$ cat src/rtl/instr_fetch_queue.sv
// instr_fetch_queue: instruction fetch unit with a small in-order instruction queue.
//
// Issues one instruction-memory request at a time, sequentially from fetch_pc, and
// pushes each returned word together with its byte address into a DEPTH-entry FIFO.
// A redirect flushes the queue and restarts fetching at the new (word-aligned)
// address. A redirect that arrives while a request is still outstanding leaves that
// request on the bus until its ack, and the returned word is discarded.
//
// Parameters
//   DEPTH     queue entries (power of two, >= 2)
//   RESET_PC  first fetch address after reset
//
// Ports
//   clk_i, rst_i                  clock, asynchronous active-high reset
//   imem_req_o / imem_addr_o      request and byte address to instruction memory
//   imem_ack_i / imem_data_i      response for the outstanding request
//   instr_valid_o, instr_o        queue head valid flag and instruction word
//   instr_pc_o, instr_op_o        head byte address and opcode field (instr_o[31:26])
//   instr_ready_i                 consumer pops the head
//   redirect_i, redirect_pc_i     flush and restart fetching at redirect_pc_i & ~3
//
// Optional build macro IFQ_PERF_CNT_EN adds:
//   stall_cnt_o  cycles with instr_valid_o = 0 (wrapping)
//   flush_cnt_o  cycles with redirect_i = 1 (wrapping)

module instr_fetch_queue #(
  parameter int unsigned DEPTH    = 4,
  parameter logic [31:0] RESET_PC = 32'h0000_0000
) (
  input  logic        clk_i,
  input  logic        rst_i,
  output logic        imem_req_o,
  output logic [31:0] imem_addr_o,
  input  logic        imem_ack_i,
  input  logic [31:0] imem_data_i,
  output logic        instr_valid_o,
  output logic [31:0] instr_o,
  output logic [31:0] instr_pc_o,
  output logic [5:0]  instr_op_o,
  input  logic        instr_ready_i,
  input  logic        redirect_i,
  input  logic [31:0] redirect_pc_i
`ifdef IFQ_PERF_CNT_EN
  ,
  output logic [31:0] stall_cnt_o,
  output logic [31:0] flush_cnt_o
`endif
);

  localparam int unsigned PtrW = $clog2(DEPTH);
  localparam int unsigned CntW = $clog2(DEPTH) + 1;
  localparam logic [CntW-1:0] DepthC = CntW'(DEPTH);

  typedef enum logic [1:0] {StIdle, StReq, StFlush} state_e;

  state_e          r_state;
  logic [31:0]     r_fetch_pc;
  logic            r_req;
  logic [31:0]     r_addr;
  logic [CntW-1:0] r_count;
  logic [PtrW-1:0] r_head;
  logic [PtrW-1:0] r_tail;
  logic [31:0]     r_data [DEPTH];
  logic [31:0]     r_pc   [DEPTH];

  logic            w_head_valid;
  logic            w_push;
  logic            w_pop;
  logic [CntW-1:0] w_count_d;
  logic [31:0]     w_redirect_pc;
  logic [31:0]     w_pc_inc;

  assign w_head_valid  = (r_count != '0);
  // A redirect overrides both queue operations in the same cycle.
  assign w_push        = (r_state == StReq) && imem_ack_i && !redirect_i;
  assign w_pop         = w_head_valid && instr_ready_i && !redirect_i;
  assign w_redirect_pc = {redirect_pc_i[31:2], 2'b00};
  assign w_pc_inc      = r_fetch_pc + 32'd4;

  always_comb begin
    w_count_d = r_count;
    if (redirect_i) begin
      w_count_d = '0;
    end else if (w_push && !w_pop) begin
      w_count_d = r_count + 1'b1;
    end else if (!w_push && w_pop) begin
      w_count_d = r_count - 1'b1;
    end
  end

  // Fetch FSM. r_fetch_pc is the address of the outstanding request while in StReq,
  // otherwise the address of the next request to issue. In StFlush r_addr keeps the
  // abandoned request's address on the bus while r_fetch_pc already holds the target.
  always_ff @(posedge clk_i or posedge rst_i) begin
    if (rst_i) begin
      r_state    <= StIdle;
      r_fetch_pc <= RESET_PC;
      r_req      <= 1'b0;
      r_addr     <= RESET_PC;
    end else begin
      case (r_state)
        StIdle: begin
          if (redirect_i) begin
            r_fetch_pc <= w_redirect_pc;
          end else if (r_count < DepthC) begin
            r_state <= StReq;
            r_req   <= 1'b1;
            r_addr  <= r_fetch_pc;
          end
        end
        StReq: begin
          if (imem_ack_i) begin
            if (redirect_i) begin
              r_fetch_pc <= w_redirect_pc;
              r_state    <= StIdle;
              r_req      <= 1'b0;
            end else begin
              r_fetch_pc <= w_pc_inc;
              if (w_count_d < DepthC) begin
                r_addr <= w_pc_inc;
              end else begin
                r_state <= StIdle;
                r_req   <= 1'b0;
              end
            end
          end else if (redirect_i) begin
            r_fetch_pc <= w_redirect_pc;
            r_state    <= StFlush;
          end
        end
        StFlush: begin
          if (redirect_i) begin
            r_fetch_pc <= w_redirect_pc;
          end
          if (imem_ack_i) begin
            r_state <= StIdle;
            r_req   <= 1'b0;
          end
        end
        default: begin
          r_state <= StIdle;
          r_req   <= 1'b0;
        end
      endcase
    end
  end

  // Queue pointers and occupancy.
  always_ff @(posedge clk_i or posedge rst_i) begin
    if (rst_i) begin
      r_count <= '0;
      r_head  <= '0;
      r_tail  <= '0;
    end else begin
      r_count <= w_count_d;
      if (redirect_i) begin
        r_head <= '0;
        r_tail <= '0;
      end else begin
        if (w_push) begin
          r_tail <= r_tail + 1'b1;
        end
        if (w_pop) begin
          r_head <= r_head + 1'b1;
        end
      end
    end
  end

  // Storage needs no reset: every read of it is qualified by a non-zero count.
  always_ff @(posedge clk_i) begin
    if (w_push) begin
      r_data[r_tail] <= imem_data_i;
      r_pc[r_tail]   <= r_addr;
    end
  end

  assign imem_req_o    = r_req;
  assign imem_addr_o   = r_addr;
  assign instr_valid_o = w_head_valid;
  assign instr_o       = w_head_valid ? r_data[r_head] : 32'd0;
  assign instr_pc_o    = w_head_valid ? r_pc[r_head]   : 32'd0;
  assign instr_op_o    = instr_o[31:26];

`ifdef IFQ_PERF_CNT_EN
  logic [31:0] r_stall_cnt;
  logic [31:0] r_flush_cnt;

  always_ff @(posedge clk_i or posedge rst_i) begin
    if (rst_i) begin
      r_stall_cnt <= 32'd0;
      r_flush_cnt <= 32'd0;
    end else begin
      if (!w_head_valid) begin
        r_stall_cnt <= r_stall_cnt + 32'd1;
      end
      if (redirect_i) begin
        r_flush_cnt <= r_flush_cnt + 32'd1;
      end
    end
  end

  assign stall_cnt_o = r_stall_cnt;
  assign flush_cnt_o = r_flush_cnt;
`endif

endmodule

$ cat config.mk
export PLATFORM = sky130hd
export DESIGN_NAME = instr_fetch_queue
export DESIGN_NICKNAME = d
export VERILOG_FILES = /design/src/rtl/instr_fetch_queue.sv
export SDC_FILE = /design/constraint.sdc
export NUM_CORES = 1
export LEC_CHECK = 0
export CAP_MARGIN = 40
export CORE_ASPECT_RATIO = 0.75
export CORE_MARGIN = 4
export CORE_UTILIZATION = 60
export CTS_CLUSTER_SIZE = 10
export DETAILED_ROUTE_END_ITERATION = 16
export PLACE_DENSITY = 0.85
export SLEW_MARGIN = 40
export SYNTH_ARGS = -nofsm -noshare
export SYNTH_HDL_FRONTEND = slang
export SYNTH_SLANG_ARGS = --single-unit
$ cat constraint.sdc
create_clock -name clk_i -period 4.7 [get_ports clk_i]
set_input_delay 0.47 -clock clk_i [delete_from_list [all_inputs] [get_ports clk_i]]
set_output_delay 0.47 -clock clk_i [all_outputs]
set_load 0.01 [all_outputs]
[After elaboration in Yosys (flattened, before gate mapping)]
Memory sizes are Yosys's and may differ from the RTL's.
Index checks and enable logic that the tools add are counted.
Word-level totals
  register bits after elaboration: 74
  bits in writable memories: 256
  bits of input ports: 69
  output and inout bits: 104
  logic and storage cells: 81
  memories kept: 2
Operators by class
  $add $sub $neg: 5
  $lt $le $gt $ge: 2
  equality and inequality tests: 10
  mux-type cells: 36
  reductions and logical operators: 19
Memories
  r_data: depth 4, width 32, rd ports 1, clocked after Yosys merged registers in 0, write ports 1, RTL line 63  | logic [31:0] r_data [DEPTH];
  r_pc: depth 4, width 32, rd ports 1, clocked after Yosys merged registers in 0, write ports 1, RTL line 64  | logic [31:0] r_pc [DEPTH];
Operators with widths (count)
  $mux 32: 10
  $pmux 32 s2: 2
  $add 32x3->32 const B: 1
  $mux 2: 11
  $ne 2x2->1 const B: 5
  $reduce_and 5->1: 2
  $mux 3: 3
  $mux 1: 8
  $reduce_bool 2->1: 4
  $logic_and 1x1->1: 6
  $lt 3x3->1 const B: 2
  $ne 3x3->1 const B: 2
  $pmux 2 s3: 1
  $reduce_and 6->1: 1
  $add 2x1->2 const B: 2
  $add 3x1->3 const B: 1
  $logic_not 1->1: 3
  $pmux 1 s3: 1
  $reduce_bool 3->1: 1
  $sub 3x1->3 const B: 1
  $eq 2x1->1 const B: 1
  $eq 2x2->1 const B: 1
  $logic_not 2->1: 1
  $ne 2x1->1 const B: 1
  $reduce_or 2->1: 1

[Longest topological paths before layout]
  depth after elaboration: 13
  depth in mapped cells: 9
  gate-level depth less buffers: 8

[Worst setup path before layout]
No wires, ideal clock.
  path type: input-to-reg
  start point: input imem_ack_i
  end point: memory r_data[0][0], enable pin
  library setup time: 0.429 ns
  arrival time: 2.997 ns
  data required time: 4.271 ns
  setup slack: 1.274 ns
  cell stages on the path: 5
  buffers on the path: 3
  cells stage by stage: buf_2 > and3b_1 > clkbuf_1 > clkbuf_1 > and3_1
On the way
  word-level cells in the longest chain between the ends: 4
RTL lines
  start, declared: RTL line 34  | input logic imem_ack_i,
  $logic_and 1x1->1 (2 in series): RTL line 75  | assign w_push = (r_state == StReq) && imem_ack_i && !redirect_i;
  $mux 1: RTL line 172  | if (w_push) begin
  $mux 1 (implied by the code): RTL line 173  | r_data[r_tail] <= imem_data_i;
  end, declared: RTL line 63
No other way between the ends.

[Worst setup path in the final report]
  start point: register r_count[1]
  end point: output instr_pc_o[2]
On the way
  word-level cells in the longest chain between the ends: 2
RTL lines
  start, declared: RTL line 60  | logic [CntW-1:0] r_count;
  start signal, assigned: RTL line 155  | r_count <= w_count_d;
  $reduce_bool 3->1: RTL line 73  | assign w_head_valid = (r_count != '0);
  $mux 32: RTL line 182  | assign instr_pc_o = w_head_valid ? r_pc[r_head] : 32'd0;
  end, declared: RTL line 38  | output logic [31:0] instr_pc_o,
No other way between the ends.

==> out/metrics.cfg <==
[worst_setup_path]
regToRegEndpoint = imem_addr_o[5]$_DFFE_PP0P_
critPathMaxFanout = 41
cp.depth = 7
r2r_setup_slack_ns = 1.39
crit_slowest_cell = clkdlybuf4s50_1
rr_worst_depth = 9
path_class = flop to primary output
crit_chain = inv_1 -> ha_1 -> nor2b_2 -> inv_2 -> buf_4 -> and2_1 -> clkdlybuf4s50_1
cp_num_buf_inv = 4
crit_arrival_ns = 3.11
slowest_delay_ns = 0.60
startpoint = r_count[1]$_DFFE_PP0P_
cp-endpoint = instr_pc_o[2]
cp-start-kind = flop
r2r_start = r_count[1]$_DFFE_PP0P_
endpoint_kind = primary output
critPathTopFamily = buffers and inverters
cp.required_ns = 4.23

[floorplan]
core-area_um2 = 23200
fp.dieW_um = 187
rows = 48
boundaryPins = 173
dieArea_um2 = 26500
die-height_um = 142
initial_core_util = 0.617

[sta]
fmax_mhz = 279
fin_tns_setup_ns = 0
slew_headroom = 0.439
min_period_ns = 3.58
drv_slew = 0
finalSetupViolations = 0
tightest_slew_ns = 0.842
finClkSkew_ns = 0.0140
rsz0062_at_grt = false
hold_violations = 0
fin_crit_sh = 0.762

[clock_network]
ctsResizeCount = 0
htree_levels = 2
root_buffer = clkbuf_16
clockBufferDepth = 3
clk_pin_slew_worst_paths_ns = 0.06
post_cts_buffers = 0
cts_tree = built
clock_sinks = 330
holdBufCountCts = 0
cts_buffers = 38
clk_latency_ns = 0.51

[placement]
io_buffers = 170
dpl.cell_count = 1333
routabilityCongestion = 0.945
dp_hpwl_um = 20200

[layout]
fillers = 1443
antennaDiodeCount = 0
layout-drive-gt1-share = 0.164
syn2layout_area_growth_pct = 21.0
nNetsFinal = 1150
final_cells = 1394
final_core_util = 0.747

[synthesis]
synth-seq-cells = 330
yosysSeqAreaShare = 0.665
synth_flop_cell = edfxtp_1
netlist.area_leader.share = 0.536
synth_top_cell_by_area = edfxtp_1
synth.area.top_cells = edfxtp_1 (54%), dfrtp_1 (13%), mux4_2 (10%)
synth_area_um2 = 14400
synthArstFlopShare = 0.224
ys_types = 61
synth_edf_count = 256
yosysWarnings = 0
synth_nets = 988
synth_cells = 911
syn_area_per_cell_um2 = 15.8

[routing]
vias = 8772
firstDrtPassIters = 5
drt-initial-drc-count = 890
wl_um = 32500
postRouteAntennaNets = 0
wire_per_inst_um = 23.3
via_per_inst = 6.29
drc = 0

[power]
powerDensity_nw_per_um2 = 562
switching_share = 0.299
intPower_uw = 6830
cellLeakagePower_uw = 0.00587
p_switching_uw = 2920
peakVddDrop_mv = 0.371
comb_power_share = 0.322
p_clk_frac = 0.265
total_power_uw = 9750
p_seq_frac = 0.414

[job]
drv_cap = 0

[min_path]
hp-class = input port to async pin

[global_routing]
grt_max_degree = 56
antenna_found_initial = 1
grt_usage = 0.246
grt_first_pass_wirelength_um = 51200
grt-ovfl-total = 0
grt_pass1_vias = 8893

[run_status]
status = finished clean

-- cell type report --
| cell class | count | area (µm²) | area share |
|---|---|---|---|
| Sequential cell | 330 | 9540 | 0.550 |
| Multi-Input combinational cell | 502 | 4440 | 0.256 |
| Timing Repair Buffer | 187 | 1890 | 0.109 |
| Clock buffer | 60 | 1050 | 0.0607 |
| Tap cell | 300 | 375 | 0.0216 |
| Inverter | 14 | 52.6 | 0.00303 |
| Clock inverter | 1 | 8.76 | 0.000504 |
-- Yosys cell counts, drive strengths merged (3+ instances only) --
master,count
nand3,20
a21oi,28
nand4,12
xor2,23
o211ai,6
mux4,64
nand2,43
or3,4
and4,7
nor4,15
nand2b,7
buf,35
xnor2,20
and3,10
inv,14
or4,6
dfrtp,74
o22ai,15
mux2,33
a31oi,3
o311ai,6
nor3,18
a311oi,3
edfxtp,256
a21o,4
clkbuf,30
nor2,30
o21ai,21
and2,70
ha,8
-- power groups by stage --
stage | Combinational (µW) | Clock, µW | Sequential, µW
4_1_cts | 3170 | 2630 | 4030
3_5_place_dp | 3150 | 0 | 4080
5_1_grt | 3340 | 2760 | 4100
2_1_floorplan | 1750 | 0 | 3910
3_3_place_gp | 3080 | 0 | 4050
6_report | 3140 | 2580 | 4030
-- routing by layer --
layer | vias up | track usage | wire [µm]
met5 | - | 0 | 13
li1 | 3842 | - | -
met1 | 4395 | 0.351 | 13400
met4 | 2 | 0.0513 | 448
met2 | 484 | 0.400 | 15500
met3 | 49 | 0.0571 | 3070
-- cells by family after synthesis --
group                      after synthesis  synth area share
xor gates and xnor gates                43            0.0262
and+or+nand+nor                        249             0.101
adders and majority gates                8           0.00697
DFF                                    330             0.665
AOI/OAI and AO/OA                      104            0.0466
muxes                                   98             0.127
buffers and inverters                   79            0.0277
-- cells in the final DEF, fill, tap and decap left out, types with 9 or more instances in the layout --
cell and n:
edfxtp_1 256, clkdlybuf4s50_1 170, dfrtp_1 72, and2_1 70, mux4_2 64, nand2_1 41, clkbuf_16 39, mux2_2 33
nor2_1 29, a21oi_1 28, xor2_1 23, o21ai_0 21, clkbuf_1 21, xnor2_1 20, nand3_1 18, nor3_1 18
o22ai_1 15, nor4_1 13, inv_1 12, buf_4 12, nand4_1 9
-- per-stage QoR --
| stage | hold WS [ns] | area [µm²] | worst slack [ns] |
|---|---|---|---|
| floorplan | 0.447 | 14400 | 1.27 |
| global placement | 0.465 | 16300 | 1.47 |
| detailed placement | 0.469 | 16300 | 1.39 |
| CTS | 0.380 | 17400 | 1.10 |
| global route | 0.408 | 17400 | 0.967 |
| finish | 0.369 | 17400 | 1.12 |
-- worst reg2reg max path, cell delays in order, from the launching register on --
cell	delay, ns
dfrtp_1	0.43
inv_1	0.08
ha_1	0.17
nor2b_2	0.16
inv_2	0.54
nand2_1	0.30
o22ai_1	0.25
a211o_1	0.46
buf_4	0.40
mux2_2	0.40
-- worst min-delay path by stage --
stage | start | cells past startpoint | slack [ns] | endpoint
global route | rst_i | 2 | 0.41 | imem_addr_o[27]$_DFFE_PP0P_
detailed placement | r_fetch_pc[1]$_DFFE_PP0P_ | 1 | 0.47 | r_fetch_pc[1]$_DFFE_PP0P_
CTS | rst_i | 2 | 0.38 | r_fetch_pc[22]$_DFFE_PP0P_
finish | rst_i | 2 | 0.37 | r_fetch_pc[30]$_DFFE_PP0P_
global placement | r_fetch_pc[1]$_DFFE_PP0P_ | 1 | 0.47 | r_fetch_pc[1]$_DFFE_PP0P_
floorplan | r_fetch_pc[0]$_DFFE_PP0P_ | 1 | 0.45 | r_fetch_pc[0]$_DFFE_PP0P_
-- sequential cells by signal (all words and copies together), names as in the netlist, 2 cells and up --
name	count
imem_addr_o	32
r_head	2
r_tail	2
r_pc	128
r_state	2
r_fetch_pc	32
r_data	128
r_count	3
Power figures use the tool's default switching activity.
